--- src/rtl/pma_region_pkg.sv ---
// Shared types and the region-match helper for the sequential PMA region walker.
package pma_region_pkg;

  localparam int unsigned MaxRules      = 16;
  localparam int unsigned RuleAddrWidth = 64;

  typedef enum logic [1:0] {
    IDLE = 2'd0,
    SCAN = 2'd1,
    RESP = 2'd2
  } walker_state_e;

  typedef struct packed {
    logic [RuleAddrWidth-1:0] base;
    logic [RuleAddrWidth-1:0] length;
  } rule_t;

  // Exclusive-end compare carried in one extra bit so a region reaching 2^64 still matches its top address.
  function automatic logic in_region(input logic [RuleAddrWidth-1:0] addr, input rule_t rule);
    logic [RuleAddrWidth:0] region_end;
    region_end = {1'b0, rule.base} + {1'b0, rule.length};
    return (rule.length != '0) && (addr >= rule.base) && ({1'b0, addr} < region_end);
  endfunction

endpackage

--- src/rtl/pma_range_cmp.sv ---
// Single-rule region comparator; the walker time-multiplexes it across the rule table.
module pma_range_cmp
  import pma_region_pkg::*;
(
  input  rule_t                    rule,
  input  logic [RuleAddrWidth-1:0] addr,
  output logic                     match_c
);

  assign match_c = in_region(addr, rule);

endmodule

--- src/rtl/pma_region_walker.sv ---
// Sequential PMA region lookup: one rule compared per cycle, lowest matching index wins.
module pma_region_walker
  import pma_region_pkg::*;
#(
  parameter int unsigned NrRules   = 3,
  parameter int unsigned AddrWidth = 64,
  parameter int unsigned IdWidth   = 2
) (
  input  logic                                             clk_i,
  input  logic                                             rst_i,
  input  logic                                             flush_i,
  input  logic [((NrRules > 0) ? NrRules : 1)*AddrWidth-1:0] base_i,
  input  logic [((NrRules > 0) ? NrRules : 1)*AddrWidth-1:0] length_i,
  input  logic                                             req_valid_i,
  output logic                                             req_ready_o,
  input  logic [AddrWidth-1:0]                             req_addr_i,
  input  logic [IdWidth-1:0]                               req_id_i,
  output logic                                             rsp_valid_o,
  input  logic                                             rsp_ready_i,
  output logic                                             rsp_hit_o,
  output logic [$clog2((NrRules > 2) ? NrRules : 2)-1:0]   rsp_idx_o,
  output logic [IdWidth-1:0]                               rsp_id_o,
  output logic                                             busy_o
);

  localparam int unsigned NrSlots  = (NrRules > 0) ? NrRules : 1;
  localparam int unsigned IdxWidth = $clog2((NrRules > 2) ? NrRules : 2);
  localparam logic [IdxWidth-1:0] LastIdx = IdxWidth'((NrRules > 0) ? (NrRules - 1) : 0);

  if (NrRules > MaxRules) begin : g_rules_check
    $error("pma_region_walker: NrRules exceeds MaxRules");
  end
  if (AddrWidth > RuleAddrWidth) begin : g_width_check
    $error("pma_region_walker: AddrWidth exceeds rule field width");
  end

  walker_state_e               state_q, state_d;
  logic [AddrWidth-1:0]        addr_q;
  logic [IdWidth-1:0]          id_q;
  logic [IdxWidth-1:0]         idx_q;
  rule_t                       rules [NrSlots];
  rule_t                       cur_rule;
  logic [RuleAddrWidth-1:0]    addr_ext;
  logic                        match_c;
  logic                        accept_c;
  logic                        last_c;

  // Unpack the flat table into rule structs, zero-extended to the comparator width.
  for (genvar k = 0; k < NrSlots; k++) begin : g_unpack
    assign rules[k].base   = RuleAddrWidth'(base_i[k*AddrWidth +: AddrWidth]);
    assign rules[k].length = RuleAddrWidth'(length_i[k*AddrWidth +: AddrWidth]);
  end

  always_comb begin
    cur_rule = '0;
    for (int unsigned k = 0; k < NrSlots; k++) begin
      if (idx_q == IdxWidth'(k)) cur_rule = rules[k];
    end
  end

  assign addr_ext = RuleAddrWidth'(addr_q);

  pma_range_cmp u_cmp (
    .rule    (cur_rule),
    .addr    (addr_ext),
    .match_c (match_c)
  );

  assign accept_c = (state_q == IDLE) && req_valid_i && !flush_i;
  assign last_c   = (idx_q == LastIdx);

  always_ff @(posedge clk_i) begin
    if (rst_i) state_q <= IDLE;
    else       state_q <= state_d;
  end

  // Flush overrides every transition; an empty table skips straight to the response.
  always_comb begin
    state_d = state_q;
    if (flush_i) begin
      state_d = IDLE;
    end else begin
      case (state_q)
        IDLE:    if (req_valid_i) state_d = (NrRules > 0) ? SCAN : RESP;
        SCAN:    if (match_c || last_c) state_d = RESP;
        RESP:    if (rsp_ready_i) state_d = IDLE;
        default: state_d = IDLE;
      endcase
    end
  end

  always_comb begin
    req_ready_o = 1'b0;
    rsp_valid_o = 1'b0;
    busy_o      = 1'b1;
    case (state_q)
      IDLE: begin
        req_ready_o = 1'b1;
        busy_o      = 1'b0;
      end
      RESP:    rsp_valid_o = 1'b1;
      default: ;
    endcase
  end

  // Query registers and response payload; payload only changes on the way into RESP.
  always_ff @(posedge clk_i) begin
    if (rst_i) begin
      addr_q    <= '0;
      id_q      <= '0;
      idx_q     <= '0;
      rsp_hit_o <= 1'b0;
      rsp_idx_o <= '0;
      rsp_id_o  <= '0;
    end else if (accept_c) begin
      addr_q <= req_addr_i;
      id_q   <= req_id_i;
      idx_q  <= '0;
      if (NrRules == 0) begin
        rsp_hit_o <= 1'b0;
        rsp_idx_o <= '0;
        rsp_id_o  <= req_id_i;
      end
    end else if (!flush_i && (state_q == SCAN)) begin
      if (match_c) begin
        rsp_hit_o <= 1'b1;
        rsp_idx_o <= idx_q;
        rsp_id_o  <= id_q;
      end else if (last_c) begin
        rsp_hit_o <= 1'b0;
        rsp_idx_o <= '0;
        rsp_id_o  <= id_q;
        idx_q     <= '0;
      end else begin
        idx_q <= idx_q + IdxWidth'(1);
      end
    end
  end

endmodule
--- config.mk ---
export PLATFORM = sky130hd
export DESIGN_NAME = pma_region_walker
export DESIGN_NICKNAME = d
export VERILOG_FILES = /design/src/rtl/pma_region_pkg.sv /design/src/rtl/pma_range_cmp.sv /design/src/rtl/pma_region_walker.sv
export SDC_FILE = /design/constraint.sdc
export NUM_CORES = 1
export LEC_CHECK = 0
export CORE_MARGIN = 10
export CORE_UTILIZATION = 46
export DETAILED_ROUTE_END_ITERATION = 6
export PLACE_DENSITY = 0.85
export SETUP_SLACK_MARGIN = 0.4
export SKIP_CTS_REPAIR_TIMING = 1
export SLEW_MARGIN = 20
export SYNTH_ARGS = -nofsm -noshare
export SYNTH_HDL_FRONTEND = slang
export SYNTH_SLANG_ARGS = --single-unit
--- constraint.sdc ---
create_clock -name clk_i -period 9.4 [get_ports clk_i]
set_clock_uncertainty 0.2 [all_clocks]
set_input_delay 1.88 -clock clk_i [delete_from_list [all_inputs] [get_ports clk_i]]
set_output_delay 1.88 -clock clk_i [all_outputs]
set_load 0.05 [all_outputs]
==> flow_metrics.tcl <==
set metrics [dict create \
    r2r_cells 23 \
    fmax_ghz 0.1215 \
    grt_max_degree 84 \
    postRouteWirelength_microns 52260 \
    dr.first_iter.drc_count 1218 \
    synth-edff-count 0 \
    clk_path_buf_depth 2 \
    end_kind "register" \
    synth_area_per_cell_sq_um 7.183 \
    ir_drop_uv 90.21 \
    dieArea_sq_um 33340 \
    ys.flop_type "dfxtp_1" \
    hold_class "reg2reg" \
    p_int_uw 979.2 \
    clkLatencyLatePin_ps 360 \
    instances_no_fill 2439 \
    tightest_slew_ps 894.5 \
    dr.pass1.iters 6 \
    port_buffers 462 \
    slew_headroom_pct 39.74 \
    rsz0062_at_grt "false" \
    fp.coreArea_sq_um 26060 \
    syn_inst 1693 \
    die_x_microns 182.6 \
    yosys-top-cells-count "255 x nand2_1, 191 x ha_1, 184 x a21oi_1" \
    finalSetupViolations 0 \
    worstPathMaxFanout 5 \
    hold_viol 0 \
    clkTransAtPathRegs_ps 70 \
    ant_nets 0 \
    yosys.area.top_type "ha_1" \
    tns_ps 0 \
    r2r_setup_slack_ps 1630 \
    p_sw_share_pct 39.40 \
    grt_pass1_wl_microns 79180 \
    p_leak_nw 7.502 \
    combinationalPowerShare_pct 55.1 \
    root_buffer "clkbuf_16" \
    gr-usage-all-layers_pct 29.37 \
    finalMaxSlewViolations 0 \
    power_density_nw_per_um2 93.55 \
    cp.required_ps 9490 \
    synth_most_common_cell "nand2_1" \
    period_minus_slack_ps 8232 \
    cp_cell_sequence "clkdlybuf4s50_1 > mux2i_1 > o21ai_0 > fa_1 > a211oi_1 > o21ai_2 > nand4_1 > a21oi_1 > nor2_1 > o41ai_2 > a21boi_0 > o21ai_0 > xnor2_1 > ha_1 > nand4_1 > nor4_1 > o311ai_0 > a31oi_1 > o21a_1 > o211ai_1 > o21a_1 > or4_1 > a21boi_1" \
    drc_errors 0 \
    die_y_microns 182.6 \
    num_rows 59 \
    ys_seq_area_share_pct 12.35 \
    netlist_area_sq_um 12160 \
    synth.area.top_cells "ha_1 20%, dfxtp_1 12%, mux2i_1 11%" \
    wl_per_cell_microns 21.42 \
    routabilityCongestion 0.9804 \
    netlist-cell-type-count 70 \
    outcome "complete, no violations" \
    vias 14370 \
    area_delta_synth_final_pct 42.04 \
    ioPinCount 463 \
    critPathSlowestCell "o21ai_0" \
    place_inst 2423 \
    ys_async_sr_fraction_pct 0 \
    grt-ovfl-total 0 \
    timing.final.crit_share_pct 87.58 \
    clock-sinks 75 \
    post-dp-hpwl_microns 44490 \
    utilization_pct 66.28 \
    via_per_inst 5.893 \
    whs_path_depth 2 \
    ys_warn_count 0 \
    seqPwrFrac_pct 21.6 \
    synth_top_area_share_pct 19.65 \
    start_kind "input port" \
    start_util_pct 46.67 \
    cts_tree "yes" \
    antenna_found_initial 0 \
    ys_seq_elements 75 \
    h-tree-depth 3 \
    fin_nets 2746 \
    p_clk_share_pct 23.3 \
    grt_pass1_vias 14390 \
    max_stage_delay_ps 730 \
    num_antenna_cells 0 \
    syn_nets 2340 \
    final_layout_size_suffix_gt1_share_pct 2.329 \
    numCtsBuffers 9 \
    max-cap-violations 0 \
    critPathArrivalTime_ps 8320 \
    path_class "in2reg" \
    p_switching_uw 636.6 \
]
-- sequential cells by signal (all words and copies together), names as in the netlist --
register,flops
addr_ext,64
rsp_hit_o,1
rsp_idx_o,2
id_q,2
state_q,2
rsp_id_o,2
idx_q,2
-- stage by stage --
step	hold WS [ps]	worst slack, ps	power [mW]	instance area [sq um]
floorplan	227.5	2354	0.8695	12160
global placement	245.0	1152	1.212	16980
detailed placement	250.4	924.2	1.226	16980
CTS	260.0	1268	1.601	17270
global route	284.7	828.5	1.711	17270
finish	262.4	1168	1.616	17270
-- area by class of cell --
cell class / count / area, sq um
clock buffer: 9 / 225.2
clock inverter: 7 / 72.57
fill: 2280 / 8786
inverter: 83 / 311.5
multi-input combinational: 1455 / 10010
sequential: 75 / 1509
tap: 335 / 419.2
timing repair buffer: 475 / 4730
-- layout by cell type, fill, tap and decap left out, drive strengths merged, types with 4 or more instances in the layout --
cell	Yosys	layout
clkdlybuf4s50	0	461
nand2	255	255
ha	191	191
a21oi	185	185
o21ai	141	141
mux2i	130	130
a21o	124	124
nor2	115	115
inv	83	86
dfxtp	75	75
nand4	33	33
xor2	31	31
xnor2	28	28
nor4	22	22
a31oi	18	18
nor2b	18	18
a211oi	15	15
nand3	15	15
nor3	14	14
nand2b	14	14
buf	33	14
o21a	11	11
clkbuf	47	9
o21bai	8	8
and2	8	8
a2111oi	7	7
o211ai	6	6
and4	6	6
a211o	5	5
and3	5	5
o31ai	4	4
a221oi	4	4
a21boi	4	4
-- kinds of logic (layout without fill, tap and decap cells) --
group | after synthesis | count (layout) | share of synthesized area, %
muxes | 130 | 130 | 10.70
AOI/OAI and AO/OA | 555 | 555 | 28.35
xor gates and xnor gates | 59 | 59 | 4.249
adders and majority gates | 192 | 192 | 19.82
DFF | 75 | 75 | 12.35
buffers and inverters | 163 | 574 | 5.474
and+or+nand+nor | 519 | 519 | 19.07
-- worst paths after layout --
check / to / startpoint
worst min-delay path: id_q[0]$_SDFFE_PP0P_ / id_q[0]$_SDFFE_PP0P_
worst min register to register: id_q[0]$_SDFFE_PP0P_ / id_q[0]$_SDFFE_PP0P_
worst max register to register: idx_q[0]$_SDFFE_PP0P_ / idx_q[1]$_SDFFE_PP0P_
worst max-delay path: idx_q[0]$_SDFFE_PP0P_ / length_i[65]
-- layer usage --
layer,vias to the layer above,share of wire [%],GRT usage (%)
met3,90,7.7,6.548
met5,-,0,0
li1,6942,-,-
met2,640,49,52.68
met4,0,2.8,8.200
met1,6700,40,34.07
-- power groups by stage --
stage                     Sequential (mW)  Combinational, mW  Clock [mW]
after global routing                0.350              0.975       0.387
after floorplan                     0.347              0.522           0
final                               0.349              0.890       0.377
after detailed placement            0.356              0.870           0
after global placement              0.355              0.857           0
after CTS                           0.348              0.877       0.376
-- critical path: cells and delay by family --
kind | cells | cell delay, ps
xor+xnor | 1 | 90
buf+inv | 1 | 450
mux | 1 | 70
fa+ha+maj | 2 | 700
compound gates | 13 | 3700
simple gates | 5 | 1410
No activity file was read; power rests on OpenSTA's default activity.
